### src/rtl/dbg_guv_rb.sv
// dbg_guv_rb: inline AXI-Stream debug governor with pause/drop/log/inject
// controls, a daisy-chained command bus and a two-flit statistics readback.
module dbg_guv_rb #(
    parameter int DATA_WIDTH = 32,
    parameter int DEST_WIDTH = 16,
    parameter int CNT_SIZE   = 16,
    parameter int ADDR_WIDTH = 10,
    parameter int ADDR       = 0,
    parameter int PIPE_STAGE = 1
) (
    input  logic                             clk,
    input  logic                             rst,
    input  logic [DATA_WIDTH-1:0]            cmd_in_TDATA,
    input  logic                             cmd_in_TVALID,
    output logic [DATA_WIDTH-1:0]            cmd_out_TDATA,
    output logic                             cmd_out_TVALID,
    input  logic [DATA_WIDTH-1:0]            in_TDATA,
    input  logic                             in_TVALID,
    output logic                             in_TREADY,
    input  logic                             in_TLAST,
    input  logic [DEST_WIDTH-1:0]            in_TDEST,
    output logic [DATA_WIDTH-1:0]            out_TDATA,
    output logic                             out_TVALID,
    input  logic                             out_TREADY,
    output logic                             out_TLAST,
    output logic [DEST_WIDTH-1:0]            out_TDEST,
    output logic [DATA_WIDTH+DEST_WIDTH:0]   log_TDATA,
    output logic                             log_TVALID,
    input  logic                             log_TREADY,
    output logic [DATA_WIDTH-1:0]            rsp_TDATA,
    output logic                             rsp_TVALID,
    input  logic                             rsp_TREADY,
    output logic                             rsp_TLAST
);
    localparam logic [ADDR_WIDTH-1:0] MY_ADDR = ADDR_WIDTH'(ADDR);
    localparam logic [CNT_SIZE-1:0]   CNT_ONE = CNT_SIZE'(1);

    typedef enum logic {S_ADDR, S_DATA} cmd_st_e;

    cmd_st_e st_q, st_d;
    logic [3:0] reg_q, reg_d;
    logic       wr_en, commit, rb_req;

    logic [3:0]            cmd_reg;
    logic [ADDR_WIDTH-1:0] cmd_core;
    logic                  cmd_hit;

    // shadow (staged) controls
    logic [CNT_SIZE-1:0]   drop_sh_q, log_sh_q;
    logic [DATA_WIDTH-1:0] inj_data_sh_q;
    logic                  inj_vld_sh_q, inj_last_sh_q;
    logic [DEST_WIDTH-1:0] inj_dest_sh_q;
    logic                  kp_sh_q, kl_sh_q, kd_sh_q;

    // live controls
    logic [CNT_SIZE-1:0]   drop_q, lcnt_q;
    logic [DATA_WIDTH-1:0] inj_data_q;
    logic                  inj_vld_q, inj_last_q;
    logic [DEST_WIDTH-1:0] inj_dest_q;
    logic                  kp_q, kl_q, kd_q;

    logic mid_q;

    // statistics and readback
    logic [CNT_SIZE-1:0] pass_cnt_q, pass_cnt_d, drop_tot_q, drop_tot_d, snap_q;
    logic                rsp_vld_q, rsp_idx_q, ovr_q;

    logic pause, drop_en, log_en, inj_act;
    logic in_fire, pass_fire, drop_fire, log_fire, inj_fire, rsp_done;

    assign cmd_reg  = cmd_in_TDATA[3:0];
    assign cmd_core = cmd_in_TDATA[ADDR_WIDTH+3:4];
    assign cmd_hit  = cmd_in_TVALID && (cmd_core == MY_ADDR);

    // daisy-chain copy of the command bus, optionally registered
    generate
        if (PIPE_STAGE != 0) begin : g_cmd_pipe
            logic [DATA_WIDTH-1:0] cmd_data_q;
            logic                  cmd_vld_q;
            // one-cycle echo of the command bus
            always_ff @(posedge clk) begin
                if (!rst) begin
                    cmd_data_q <= '0;
                    cmd_vld_q  <= 1'b0;
                end else begin
                    cmd_data_q <= cmd_in_TDATA;
                    cmd_vld_q  <= cmd_in_TVALID;
                end
            end
            assign cmd_out_TDATA  = cmd_data_q;
            assign cmd_out_TVALID = cmd_vld_q;
        end else begin : g_cmd_comb
            assign cmd_out_TDATA  = cmd_in_TDATA;
            assign cmd_out_TVALID = cmd_in_TVALID;
        end
    endgenerate

    // command FSM state register
    always_ff @(posedge clk) begin
        if (!rst) begin
            st_q  <= S_ADDR;
            reg_q <= '0;
        end else begin
            st_q  <= st_d;
            reg_q <= reg_d;
        end
    end

    // command FSM next state: register writes take an address flit then a data flit
    always_comb begin
        st_d   = st_q;
        reg_d  = reg_q;
        wr_en  = 1'b0;
        commit = 1'b0;
        rb_req = 1'b0;
        case (st_q)
            S_ADDR: begin
                if (cmd_hit) begin
                    if (cmd_reg <= 4'd8) begin
                        reg_d = cmd_reg;
                        st_d  = S_DATA;
                    end else if (cmd_reg == 4'd15) begin
                        commit = 1'b1;
                    end else if (cmd_reg == 4'd14) begin
                        rb_req = 1'b1;
                    end
                end
            end
            S_DATA: begin
                // data flit is taken regardless of its address bits
                if (cmd_in_TVALID) begin
                    wr_en = 1'b1;
                    st_d  = S_ADDR;
                end
            end
        endcase
    end

    // shadow registers: written by data flits, one-shots cleared on commit
    always_ff @(posedge clk) begin
        if (!rst) begin
            drop_sh_q     <= '0;
            log_sh_q      <= '0;
            inj_data_sh_q <= '0;
            inj_vld_sh_q  <= 1'b0;
            inj_last_sh_q <= 1'b0;
            inj_dest_sh_q <= '0;
            kp_sh_q       <= 1'b0;
            kl_sh_q       <= 1'b0;
            kd_sh_q       <= 1'b0;
        end else begin
            if (wr_en) begin
                case (reg_q)
                    4'd0: drop_sh_q     <= cmd_in_TDATA[CNT_SIZE-1:0];
                    4'd1: log_sh_q      <= cmd_in_TDATA[CNT_SIZE-1:0];
                    4'd2: inj_data_sh_q <= cmd_in_TDATA;
                    4'd3: inj_vld_sh_q  <= cmd_in_TDATA[0];
                    4'd4: inj_last_sh_q <= cmd_in_TDATA[0];
                    4'd5: inj_dest_sh_q <= cmd_in_TDATA[DEST_WIDTH-1:0];
                    4'd6: kp_sh_q       <= cmd_in_TDATA[0];
                    4'd7: kl_sh_q       <= cmd_in_TDATA[0];
                    4'd8: kd_sh_q       <= cmd_in_TDATA[0];
                    default: ;
                endcase
            end
            if (commit) begin
                drop_sh_q    <= '0;
                log_sh_q     <= '0;
                inj_vld_sh_q <= 1'b0;
            end
        end
    end

    // live registers: loaded on commit, otherwise consumed by traffic
    always_ff @(posedge clk) begin
        if (!rst) begin
            drop_q     <= '0;
            lcnt_q     <= '0;
            inj_data_q <= '0;
            inj_vld_q  <= 1'b0;
            inj_last_q <= 1'b0;
            inj_dest_q <= '0;
            kp_q       <= 1'b0;
            kl_q       <= 1'b0;
            kd_q       <= 1'b0;
        end else if (commit) begin
            drop_q     <= drop_sh_q;
            lcnt_q     <= log_sh_q;
            inj_data_q <= inj_data_sh_q;
            inj_vld_q  <= inj_vld_sh_q;
            inj_last_q <= inj_last_sh_q;
            inj_dest_q <= inj_dest_sh_q;
            kp_q       <= kp_sh_q;
            kl_q       <= kl_sh_q;
            kd_q       <= kd_sh_q;
        end else begin
            if (drop_fire && drop_q != '0) drop_q <= drop_q - CNT_ONE;
            if (log_fire && lcnt_q != '0)  lcnt_q <= lcnt_q - CNT_ONE;
            if (inj_fire)                  inj_vld_q <= 1'b0;
        end
    end

    assign pause   = kp_q && drop_q == '0 && lcnt_q == '0;
    assign drop_en = kd_q || drop_q != '0;
    assign log_en  = kl_q || lcnt_q != '0;
    assign inj_act = inj_vld_q && !mid_q;

    assign log_TDATA = {in_TLAST, in_TDEST, in_TDATA};

    // datapath steering: inject > pause > drop > pass
    always_comb begin
        out_TDATA  = in_TDATA;
        out_TLAST  = in_TLAST;
        out_TDEST  = in_TDEST;
        out_TVALID = 1'b0;
        in_TREADY  = 1'b0;
        log_TVALID = 1'b0;
        if (inj_act) begin
            out_TDATA  = inj_data_q;
            out_TLAST  = inj_last_q;
            out_TDEST  = inj_dest_q;
            out_TVALID = 1'b1;
        end else if (pause) begin
            // hold everything
        end else if (drop_en) begin
            in_TREADY  = log_en ? log_TREADY : 1'b1;
            log_TVALID = log_en && in_TVALID;
        end else begin
            // each side only sees valid when the other can also take the flit,
            // so no flit is ever duplicated on out or log
            out_TVALID = in_TVALID && (log_TREADY || !log_en);
            in_TREADY  = out_TREADY && (log_TREADY || !log_en);
            log_TVALID = log_en && in_TVALID && out_TREADY;
        end
    end

    assign in_fire   = in_TVALID && in_TREADY;
    assign drop_fire = in_fire && drop_en;
    assign pass_fire = in_fire && !drop_en;
    assign log_fire  = log_TVALID && log_TREADY;
    assign inj_fire  = inj_act && out_TREADY;
    assign rsp_done  = rsp_vld_q && rsp_idx_q && rsp_TREADY;

    // mid-packet flag keeps injections on packet boundaries
    always_ff @(posedge clk) begin
        if (!rst)         mid_q <= 1'b0;
        else if (in_fire) mid_q <= !in_TLAST;
    end

    // saturating statistics, restarted when the second readback flit is taken
    always_comb begin
        pass_cnt_d = pass_cnt_q;
        drop_tot_d = drop_tot_q;
        if (rsp_done) begin
            pass_cnt_d = {{(CNT_SIZE-1){1'b0}}, pass_fire};
            drop_tot_d = {{(CNT_SIZE-1){1'b0}}, drop_fire};
        end else begin
            if (pass_fire && pass_cnt_q != '1) pass_cnt_d = pass_cnt_q + CNT_ONE;
            if (drop_fire && drop_tot_q != '1) drop_tot_d = drop_tot_q + CNT_ONE;
        end
    end

    // statistics registers
    always_ff @(posedge clk) begin
        if (!rst) begin
            pass_cnt_q <= '0;
            drop_tot_q <= '0;
        end else begin
            pass_cnt_q <= pass_cnt_d;
            drop_tot_q <= drop_tot_d;
        end
    end

    // readback sequencer: flit 0 holds a pass snapshot, flit 1 reads drops live
    always_ff @(posedge clk) begin
        if (!rst) begin
            rsp_vld_q <= 1'b0;
            rsp_idx_q <= 1'b0;
            snap_q    <= '0;
            ovr_q     <= 1'b0;
        end else begin
            if (rb_req && !rsp_vld_q) begin
                rsp_vld_q <= 1'b1;
                rsp_idx_q <= 1'b0;
                snap_q    <= pass_cnt_d;
            end else if (rsp_vld_q && rsp_TREADY) begin
                if (rsp_idx_q) rsp_vld_q <= 1'b0;
                else           rsp_idx_q <= 1'b1;
            end
            // an overlapping request is dropped but remembered
            if (rb_req && rsp_vld_q) ovr_q <= 1'b1;
            else if (rsp_done)       ovr_q <= 1'b0;
        end
    end

    // response word formatting
    always_comb begin
        rsp_TDATA = '0;
        if (rsp_idx_q) begin
            rsp_TDATA[CNT_SIZE-1:0]   = drop_tot_q;
            rsp_TDATA[DATA_WIDTH-1]   = ovr_q;
        end else begin
            rsp_TDATA[CNT_SIZE-1:0]   = snap_q;
        end
    end

    assign rsp_TVALID = rsp_vld_q;
    assign rsp_TLAST  = rsp_idx_q;

endmodule
### config.mk
export PLATFORM = sky130hd
export DESIGN_NAME = dbg_guv_rb
export DESIGN_NICKNAME = d
export VERILOG_FILES = /design/src/rtl/dbg_guv_rb.sv
export SDC_FILE = /design/constraint.sdc
export NUM_CORES = 1
export LEC_CHECK = 0
export CORE_ASPECT_RATIO = 1.2
export CORE_UTILIZATION = 30
export DETAILED_ROUTE_END_ITERATION = 10
export PLACE_DENSITY = 0.54
export SETUP_SLACK_MARGIN = 0.1
export SLEW_MARGIN = 25
export SYNTH_ARGS = -nofsm -noshare
export SYNTH_HDL_FRONTEND = slang
export SYNTH_SLANG_ARGS = --single-unit
export TNS_END_PERCENT = 5
### constraint.sdc
create_clock -name clk -period 2.96 [get_ports clk]
set_input_delay 0.444 -clock clk [delete_from_list [all_inputs] [get_ports clk]]
set_output_delay 0.444 -clock clk [all_outputs]
set_load 0.05 [all_outputs]
==> flow_summary.yaml <==
floorplan:
  die_area_sq_mm: 0.0396
  die_y_um: 218
  dieWidth_um: 182
  core_sq_mm: 0.0381
  start_util: 0.306
  ioPinCount: 256
  rows: 78
routing:
  routed_wl_mm: 35.4
  drt-initial-drc-count: 545
  routedWlPerCell_um: 16.3
  num_vias: 10500
  dr.pass1.iters: 5
  viasPerCell: 4.84
  drc_errors: 0
  detail-route-antenna-nets: 0
cts:
  htree_levels: 1
  cts_made_buffers: 29
  insertion_delay_ps: 560
  cts_num_sinks: 260
  clkTransAtPathRegs_ps: 60
  ctsRootBufferMaster: "clkbuf_16"
  clockBufferDepth: 3
  cts_tree: "yes"
  hold_buffers: 0
outcome:
  status: "complete, no violations"
critical_path:
  critPathMaxStageDelay_ps: 540
  cp_slowest_cell: "or4_4"
  path_class: "reg -> out"
  path_common_cell: "buf_6"
  crit_chain: "or4_4 > or4b_4 > o21ai_4 > buf_6 > a21oi_4 > buf_6"
  reg2reg_depth: 9
  crit_path_max_fanout: 3
  cp_data_required_time_ps: 2520
  critPathArrivalTime_ps: 2450
  start_kind: "flop"
  reg2reg_slack_ps: 370
  path_buf_inv: 2
  path_depth: 6
  path_delay_family: "simple AND/OR/NAND/NOR gates"
  end_kind: "primary output"
timing:
  hold_viol: 0
  period_minus_slack_ps: 2900
  finClkSkew_ps: 21.2
  finalCritPeriodShare: 0.979
  timing.slew.headroom: 0.305
  slew_violations: 0
  rsz0062_at_grt: "yes"
  fin_hold_ws_ps: 431
  setup_viol: 0
  fmaxAchievable_ghz: 0.345
  worst_pin_slew_ps: 1030
layout:
  syn2layout_area_growth_pct: 33.8
  fin_area_sq_mm: 0.0156
  drive_gt1_frac: 0.110
  fin_util: 0.410
  layout.nets: 1764
synth:
  yosysTopAreaCell: "dfxtp_1"
  synthAdderAreaFrac: 0.00644
  syn_avg_cell_area_sq_um: 7.91
  yosys_most_used_dff: "dfxtp_1"
  netlist_area_sq_mm: 0.0117
  synth-compound-area-share: 0.134
  synth-simple-area-share: 0.264
  yosysUniqueCellTypes: 66
  ys_seq_elements: 260
  netlist_top_cells_area: "dfxtp_1 45%, nand2_1 13%, a21oi_1 7.0%"
  synth.area.mux_share: 0.0356
  synth-edff-count: 0
  synth-async-reset-ratio: 0
  synth_top_area_frac: 0.447
  synth_warnings: 0
  synth_top_family_by_area: "simple AND/OR/NAND/NOR gates"
  syn_inst: 1474
  ys_seq_area_frac: 0.447
  synth_xor_xnor_area_share: 0.0346
placement:
  gp_congestion: 0.842
  place_area_sq_mm: 0.0145
  dp_hpwl_mm: 25.7
  numPortBuffers: 240
grt:
  grt_start_max_net_pins: 53
  grt_pass1_wl_mm: 55.6
  gr-total-overflow: 0
  grt_pass1_vias: 10000
  track_usage: 0.176
  antenna_found_initial: 2
power:
  p_leak_uw: 0.00573
  max-vdd-ir-drop_mv: 0.449
  power_density_mw_per_mm2: 739
job:
  maxCapViolCount: 0
worst_hold_path:
  min_path_cells: 3
  hold_path_class: "in -> reg"
cell families after synthesis:
group | after synthesis
xor gates and xnor gates | 46
other | 1
buffers and inverters | 170
AOI/OAI and AO/OA | 265
muxes | 39
adders and majority gates | 6
and+or+nand+nor | 687
DFF | 260
state kept, by name, indices dropped and copies added, names as in the netlist, 4 cells and up:
name / cells
inj_data_q: 32
drop_q: 16
inj_dest_sh_q: 16
inj_data_sh_q: 32
lcnt_q: 16
pass_cnt_q: 16
cmd_out_TDATA: 32
log_sh_q: 16
drop_tot_q: 16
inj_dest_q: 16
snap_q: 16
reg_q: 4
drop_sh_q: 16
report_power, final:
| part | switching, uW | total [uW] | leakage [uW] | internal [uW] |
|---|---|---|---|---|
| clock network | 1470 | 3770 | 0.000492 | 2300 |
| registers | 203 | 3910 | 0.00211 | 3710 |
| logic | 2250 | 3840 | 0.00313 | 1590 |
path summary, 6_finish.rpt:
| kind | startpoint | endpoint |
|---|---|---|
| max | drop_q[13] | in_TREADY |
| min | rst | snap_q[7] |
| max reg2reg | drop_q[0] | snap_q[13] |
| min reg2reg | inj_dest_q[1] | inj_dest_q[1] |
worst min-delay path: cells and delay by family:
kind	cells	cell delay, ps
buf+inv	1	280
compound gates	2	200
Yosys cell counts, types with 10 or more instances:
cell type,instances
o21ai_0,44
nand4_1,16
buf_4,64
a211oi_1,12
nand3_1,30
mux2_2,16
mux2i_1,22
nor3_1,18
nor4_1,23
and2_1,38
dfxtp_1,260
or3_1,11
inv_1,10
clkbuf_1,85
nor2_1,84
a21oi_1,164
nand2_1,417
xnor2_1,41
layout make-up:
cell class	instances	area (sq um)
fill	3880	22500
multi-input combinational	1058	5710
sequential	260	5210
timing repair buffer	310	3010
clock buffer	40	827
tap	480	601
clock inverter	12	178
inverter	11	43.8
antenna	2	5.00
through the flow:
step                TNS, ps  setup WS (ps)  std cells  total power [uW]
floorplan                 0            175       1488              6540
CTS                   -2.18          -2.18       2167             11500
finish                    0           61.7       2173             11500
global placement     -25660           -254       2109              7440
detailed placement   -31530           -331       2109              7470
global route          -17.5          -17.5       2173             12100
placed cells by master, fill, tap and decap left out, drive strengths merged, types with 14 or more instances in the layout:
cell           synthesis  final
mux2i                 22     22
a21oi                166    166
dfxtp                260    260
xnor2                 41     41
nor3                  18     18
mux2                  17     17
nand2                418    418
a211oi                14     14
and2                  38     38
nor4                  26     26
o21ai                 48     48
dlygate4sd2            0     48
conb                   1     15
nor2                  84     84
clkbuf                85     40
clkdlybuf4s50          0    187
buf                   74     75
nand3                 30     30
nand4                 16     16
metal layers:
metal	global-route usage	vias up	routed length [um]
li1	-	5292	-
met1	0.211	4956	15300
met2	0.315	218	17700
met3	0.0254	52	1380
met4	0.0681	0	1100
met5	0	-	0
timing repair:
item / CTS / global route
gates cloned: 0 / 0
pin swaps: 4 / 7
resized for setup: 60 / 12
setup endpoints to repair: 51 / 11
buffers inserted: 6 / 4
Note: power is estimated with default switching activity, not from simulation.
